File: config.mk
export PLATFORM = sky130hd
export DESIGN_NAME = avg_filter_multi
export DESIGN_NICKNAME = d
export VERILOG_FILES = /design/src/rtl/avg_filter_multi.sv
export SDC_FILE = /design/constraint.sdc
export NUM_CORES = 2
export LEC_CHECK = 0
export BUFFER_PORTS_ARGS = -buffer_cell sky130_fd_sc_hd__buf_2
export CAP_MARGIN = 25
export CORE_MARGIN = 10
export CORE_UTILIZATION = 48
export DETAILED_ROUTE_END_ITERATION = 16
export PLACE_DENSITY_LB_ADDON = 0.12
export REMOVE_ABC_BUFFERS = 1
export SLEW_MARGIN = 20
export SYNTH_ARGS = -nofsm -noshare
export SYNTH_HDL_FRONTEND = slang
export SYNTH_SLANG_ARGS = --single-unit
File: constraint.sdc
create_clock -name CLOCK_50 -period 9.4 [get_ports CLOCK_50]
set_input_delay 0.47 -clock CLOCK_50 [delete_from_list [all_inputs] [get_ports CLOCK_50]]
set_output_delay 0.47 -clock CLOCK_50 [all_outputs]
set_load 0.02 [all_outputs]
File: src/rtl/avg_filter_multi.sv
// avg_filter_multi: time-multiplexed boxcar low-pass filter over CHANNELS interleaved PCM channels
// ports: CLOCK_50/reset (sync, active-high); in_valid/in_ready/in_data input frame handshake;
// bypass selects raw frame on output; flush clears history; out_valid pulses with out_data;
// dropped pulses when a frame is offered while not ready
module avg_filter_multi #(
  parameter int WIDTH = 24,
  parameter int CHANNELS = 2,
  parameter int DEPTH_LOG2 = 4
) (
  input  logic                      CLOCK_50,
  input  logic                      reset,
  input  logic                      in_valid,
  output logic                      in_ready,
  input  logic [CHANNELS*WIDTH-1:0] in_data,
  input  logic                      bypass,
  input  logic                      flush,
  output logic                      out_valid,
  output logic [CHANNELS*WIDTH-1:0] out_data,
  output logic                      dropped
);
  localparam int DEPTH = 1 << DEPTH_LOG2;
  localparam int AW = WIDTH + DEPTH_LOG2;
  localparam int CW = CHANNELS > 1 ? $clog2(CHANNELS) : 1;
  typedef enum logic [1:0] {CLEAR, IDLE, PROC, DONE} state_t;
  state_t state;
  logic [WIDTH-1:0] hist [CHANNELS][DEPTH];
  logic signed [AW-1:0] acc [CHANNELS];
  logic [DEPTH_LOG2-1:0] wptr, clr_cnt;
  logic [CW-1:0] ch;
  logic [CHANNELS*WIDTH-1:0] latched;
  logic flush_pending;
  logic [WIDTH-1:0] new_s, old_s;
  logic signed [AW-1:0] sum;
  assign in_ready = state == IDLE && !flush_pending && !flush;
  always_comb begin
    new_s = latched[ch*WIDTH +: WIDTH];
    old_s = hist[ch][wptr];
    sum = acc[ch] + $signed({{DEPTH_LOG2{new_s[WIDTH-1]}}, new_s}) - $signed({{DEPTH_LOG2{old_s[WIDTH-1]}}, old_s});
  end
  always_ff @(posedge CLOCK_50) begin
    if (reset) begin
      state <= CLEAR;
      clr_cnt <= '0;
      wptr <= '0;
      ch <= '0;
      out_data <= '0;
      out_valid <= 1'b0;
      dropped <= 1'b0;
      flush_pending <= 1'b0;
      for (int c = 0; c < CHANNELS; c++) acc[c] <= '0;
    end else begin
      out_valid <= 1'b0;
      dropped <= in_valid && !in_ready;
      unique case (state)
        CLEAR: begin
          for (int c = 0; c < CHANNELS; c++) hist[c][clr_cnt] <= '0;
          clr_cnt <= clr_cnt + 1'b1;
          if (&clr_cnt) begin
            for (int c = 0; c < CHANNELS; c++) acc[c] <= '0;
            wptr <= '0;
            state <= IDLE;
          end
        end
        IDLE: begin
          if (flush || flush_pending) begin
            flush_pending <= 1'b0;
            state <= CLEAR;
          end else if (in_valid) begin
            latched <= in_data;
            ch <= '0;
            state <= PROC;
          end
        end
        PROC: begin
          acc[ch] <= sum;
          hist[ch][wptr] <= new_s;
          if (flush) flush_pending <= 1'b1;
          if (ch == CW'(CHANNELS - 1)) begin
            wptr <= wptr + 1'b1;
            state <= DONE;
          end else ch <= ch + 1'b1;
        end
        DONE: begin
          // arithmetic shift by DEPTH_LOG2 is just the upper WIDTH bits of the accumulator
          for (int c = 0; c < CHANNELS; c++)
            out_data[c*WIDTH +: WIDTH] <= bypass ? latched[c*WIDTH +: WIDTH] : acc[c][AW-1:DEPTH_LOG2];
          out_valid <= 1'b1;
          if (flush) flush_pending <= 1'b1;
          state <= IDLE;
        end
        default: state <= CLEAR;
      endcase
    end
  end
endmodule

Word-level counts from Yosys, hierarchy flattened
Memories as Yosys holds them, arrays and structs flattened. A register that Yosys moved wholly into a read port is not among the register bits.
Index checks and enable logic that the tools add are counted.
W data, S select, Z words.
- logic and storage cells: 110
- flip-flop bits (word level): 110
- ROM bits: 0
- memories kept: 2
- bits in writable memories: 824
- bits of input ports: 53
- bits in latches: 0
- mux-type cells: 50
- equality and inequality tests: 10
- reduce and logical (&&, ||, !) cells: 22
- $mul: 1
- add/sub/neg operators: 5
- shifts and indexed selects: 1
- bitwise gates (word level): 6
- magnitude comparators: 4
- divide/modulo/power cells: 0
- memories (name ; depth ; width ; rd ports ; clocked after memory_dff ; write ports ; RTL line ; source):
    hist ; 2 ; 384 ; 1 ; 1 ; 2 ; 26 ; logic [WIDTH-1:0] hist [CHANNELS][DEPTH];
    acc ; 2 ; 28 ; 3 ; 1 ; 2 ; 27 ; logic signed [AW-1:0] acc [CHANNELS];
- operator list (kind ; count):
    $mux W384 ; 4
    $reduce_or A384 Y1 ; 1
    $demux W24 S4 ; 2
    $mux W24 ; 6
    $bmux W24 S4 ; 1
    $mux W28 ; 3
    $shiftx A48 B7 Y24 ; 1
    $add A28 B24 Y28 ; 1
    $reduce_or A28 Y1 ; 1
    $sub A28 B24 Y28 ; 1
    $mux W1 ; 24
    $reduce_and A3 Y1 ; 4
    $ge A5 B5 Y1 const B ; 2
    $lt A5 B1 Y1 const B ; 2
    $not A4 Y5 ; 2
    $add A4 B1 Y4 const B ; 2
    $mux W2 ; 4
    $mux W4 ; 2
    $ne A2 B2 Y1 const B ; 4
    $pmux W2 S4 ; 1
    $pmux W4 S2 ; 1
    $reduce_and A4 Y1 ; 2
    $reduce_bool A2 Y1 ; 3
    $logic_and A1 B1 Y1 ; 5
    other kinds (13) ; 20

Longest topological paths before layout
- word-level depth: 8
- depth in mapped cells: 17

Worst setup path after synthesis
No wires, ideal clock.
- kind: flip-flop to flip-flop
- start point: reg with a tool-made name
- end point: mem acc[0][24] in the netlist's numbering (data pin)
- library setup time: 0.266 ns
- arrival time: 4.522 ns
- stages on the path, launching flop included: 16
- clock period less this slack: 4.788 ns
- slack: 4.612 ns
- required time: 9.134 ns
- cell sequence: dfxtp_1 > buf_2 > buf_1 > mux4_2 > mux4_2 > mux2_2 > fa_1 > inv_1 > fa_1 > a21oi_1 > o22ai_1 > a21boi_0 > o21ai_0 > a41oi_1 > xor2_1 > nor2_1
- RTL lines (what ; RTL line):
    end, declared ; 27

==> run_results.csv <==
group,metric,value,unit
floorplanning,fp.dieH,320,um
min_path,hold_depth,3,
synth,synth-main-ff-cell,"edfxtp_1",
setup_path,cp-start-kind,"register",
setup_path,reg2regPathDepth,14,
final_layout,mostFrequentLayoutCell,"edfxtp_1",
floorplanning,core_area,89700,um2
timing,fmax,0.163,GHz
global_routing,grt.met2_usage,0.450,
floorplanning,dieArea,103000,um2
clock_network,postCtsHoldBufs,48,
clock_network,cts_tree,"done",
synth,yosysTopAreaCell,"edfxtp_1",
synth,yosysWarnings,0,
clock_network,clk-insertion-delay-late,690,ps
synth,synth_top_area_share,0.605,
floorplanning,fp.dieW,320,um
power_and_ir_drop,total_power,8.90,mW
synth,synth_mux_area_frac,0.150,
final_layout,final_area,48900,um2
clock_network,cts_inserted_buffers,99,
power_and_ir_drop,power_density,182,nW/um2
final_layout,drive_gt1_frac,0.208,
clock_network,clkTransAtPathRegs,60,ps
routing,wire_per_inst,33.7,um
setup_path,worstPathCellList,"buf_12, mux4_2, mux4_2, mux2_2, fa_1, inv_1, fa_1, a21oi_1, o22ai_1, a21boi_0, o21ai_0, a41oi_1, xor2_1, nor2_1",
synth,async_flop_share,0,
setup_path,endpoint_kind,"register",
synth,avgSynthCellArea,14.7,um2
synth,synth_top_family_by_area,"multiplexers",
clock_network,clock_path_buffers,3,
setup_path,rr_startpoint,"wptr[0]",
synth,synth.distinct_cells,54,
timing,hold_viol,0,
power_and_ir_drop,leakage,17.6,nW
global_routing,grt_pass1_vias,27600,
run,drv_cap,0,
global_routing,grtUsageTotal,0.282,
global_routing,grt_util_met1,0.378,
global_routing,grt_pass1_wl,205000,um
setup_path,worst_path_largest_cell_delay,690,ps
placed_design,place_congestion,0.922,
floorplanning,top_level_ports,104,
floorplanning,rows,110,
setup_path,reg2reg_to,"acc[0][24]",
global_routing,antenna_found_initial,11,
synth,ys_seq_area_frac,0.634,
timing,slew_violations,0,
min_path,worst_hold_startpoint,"in_valid",
synth,synth-adder-area-share,0.0249,
routing,dr.pass1.iters,5,
timing,period_needed,6130,ps
placed_design,dp_hpwl,87400,um
final_layout,area_growth,13.0,%
setup_path,crit_start,"wptr[0]",
clock_network,clock_sinks,935,
final_layout,nNetsFinal,3183,
global_routing,grt_max_degree,131,
synth,synth-simple-area-share,0.132,
clock_network,cts_setup_buffers,0,
routing,drt_iter0_markers,3734,
setup_path,crit_fanout,128,
global_routing,grt_use_met3,0.0516,
min_path,hp-class,"in -> reg",
clock_network,cts_max_level,3,
synth,synth_edf_count,872,
final_layout,layout_common_cells,"edfxtp_1, and2_1, nor2_1, mux4_2, and3_1",
placed_design,place_area,45300,um2
setup_path,crit_family,"compound AO/OA/AOI/OAI gates",
routing,antenna_left,0,
timing,fin_skew,28.5,ps
synth,synth_xor_area_frac,0.00627,
setup_path,cp.arrival,6530,ps
setup_path,cp.required,9800,ps
synth,synthesis.area,43300,um2
run_status,status,"finished clean",
routing,drt_wl_total,146000,um
synth,synth_area_leaders,"edfxtp_1, mux4_2, and2_1",
timing,holdWs,137,ps
global_routing,busiest_layer,"met2",
floorplanning,initial_core_util,0.482,
setup_path,worst-path-buf-inv,2,
timing,slew_headroom,0.197,
routing,dr_total_vias,27300,
global_routing,grt_overflow,0,
final_layout,fin_cells,4321,
placed_design,dp.cells,4087,
final_layout,nFillCells,7261,
synth,synthCells,2955,
synth,ys_ff_latch,935,
min_path,hold_path_end,"dropped",
timing,rsz0062_at_grt,"no",
timing,tightestPinTransition,1200,ps
placed_design,portBuffers,103,
setup_path,r2r_setup_slack,3270,ps
power_and_ir_drop,vdd_drop_max,0.166,mV
routing,drc,0,
timing,setup_viol,0,
setup_path,crit_type,"reg -> reg",
setup_path,cp_slowest_cell,"dfxtp_4",
timing,fin_crit_sh,0.652,
synth,synth_compound_area_frac,0.0251,
clock_network,clockRootBuffer,"clkbuf_16",
clock_network,ctsResizeCount,0,
routing,drt-vias-per-instance,6.31,
==> worst max path at each step <==
stage                       endpoint  slack (ps)  cells past startpoint
after floorplan           acc[1][24]       -3320                     13
after global placement    acc[0][26]        3450                     14
after detailed placement  acc[0][24]        3490                     14
after CTS                 acc[0][26]        3470                     14
after global routing      acc[0][27]        3130                     14
final                     acc[0][24]        3270                     14
==> layer usage <==
layer | share of wire | up-vias
met5 | 0.00011 | -
met4 | 0.049 | 2
met2 | 0.47 | 1628
met3 | 0.097 | 383
met1 | 0.39 | 14100
li1 | - | 11100
==> cells in the mapped netlist, types with 2 or more instances <==
cell type  count
clkbuf_1     181
a31oi_1        6
nand3_1       11
nor2_1       394
dfxtp_1       63
o31ai_1        3
buf_2         23
a21boi_0       5
o21a_1         3
and2_1       445
xor2_1        20
ha_1          43
o21ai_0       29
edfxtp_1     872
nand4_1        6
buf_1         30
o21bai_1       2
nor3_1         5
nand2_1       95
a32oi_1        2
a21oi_1       30
fa_1          27
nor2b_1        6
xnor2_1       11
and2_0         2
a41oi_1        2
mux2_2        28
nand2b_1      26
and3_1       119
buf_4          4
inv_1         54
mux2i_1       78
a21o_1        19
a211oi_1      51
mux4_2       240
buf_6          2
==> flip-flops by register name, indices dropped and copies added (netlist names), named ones only <==
signal / count
hist: 768
acc: 56
latched: 48
out_data: 48
clr_cnt: 4
wptr: 4
state: 2
ch: 1
dropped: 1
flush_pending: 1
out_valid: 1
==> cell families after synthesis <==
group / after synthesis
simple gates: 1114
mux: 346
fa+ha+maj: 70
buf+inv: 296
flops: 935
xor+xnor: 31
compound gates: 163
==> where the power goes <==
group,switching [mW],total (mW),internal (mW),leakage (nW)
clock,1.66,3.83,2.17,1.54
combinational,0.308,0.474,0.166,7.14
sequential,0.0242,4.59,4.57,8.90
total,1.99,8.90,6.91,17.6
==> worst min-delay path, delay by kind of cell <==
family        cells  cell delay [ps]
buf+inv           1              100
simple gates      2              190
==> metrics by stage <==
| stage | TNS (ps) | setup WS [ps] | util |
|---|---|---|---|
| 2_1_floorplan | -159500 | -3320 | - |
| 3_3_place_gp | 0 | 3450 | 0.504 |
| 3_5_place_dp | 0 | 3490 | 0.505 |
| 4_1_cts | 0 | 3470 | 0.545 |
| 5_1_grt | 0 | 3130 | 0.545 |
| 6_report | 0 | 3270 | 0.545 |
==> area by class of cell <==
class | count | area, um2 | share of cell area
diodes | 5 | 12.5 | 0.000256
clock buffers | 128 | 2640 | 0.0539
clock inverters | 53 | 482 | 0.00985
inverters | 55 | 206 | 0.00422
multi-input cells | 1724 | 14900 | 0.304
flip-flops and latches | 935 | 27500 | 0.561
well taps | 1176 | 1470 | 0.0301
repair buffers | 245 | 1770 | 0.0362
No activity file was read; power rests on OpenSTA's default activity.
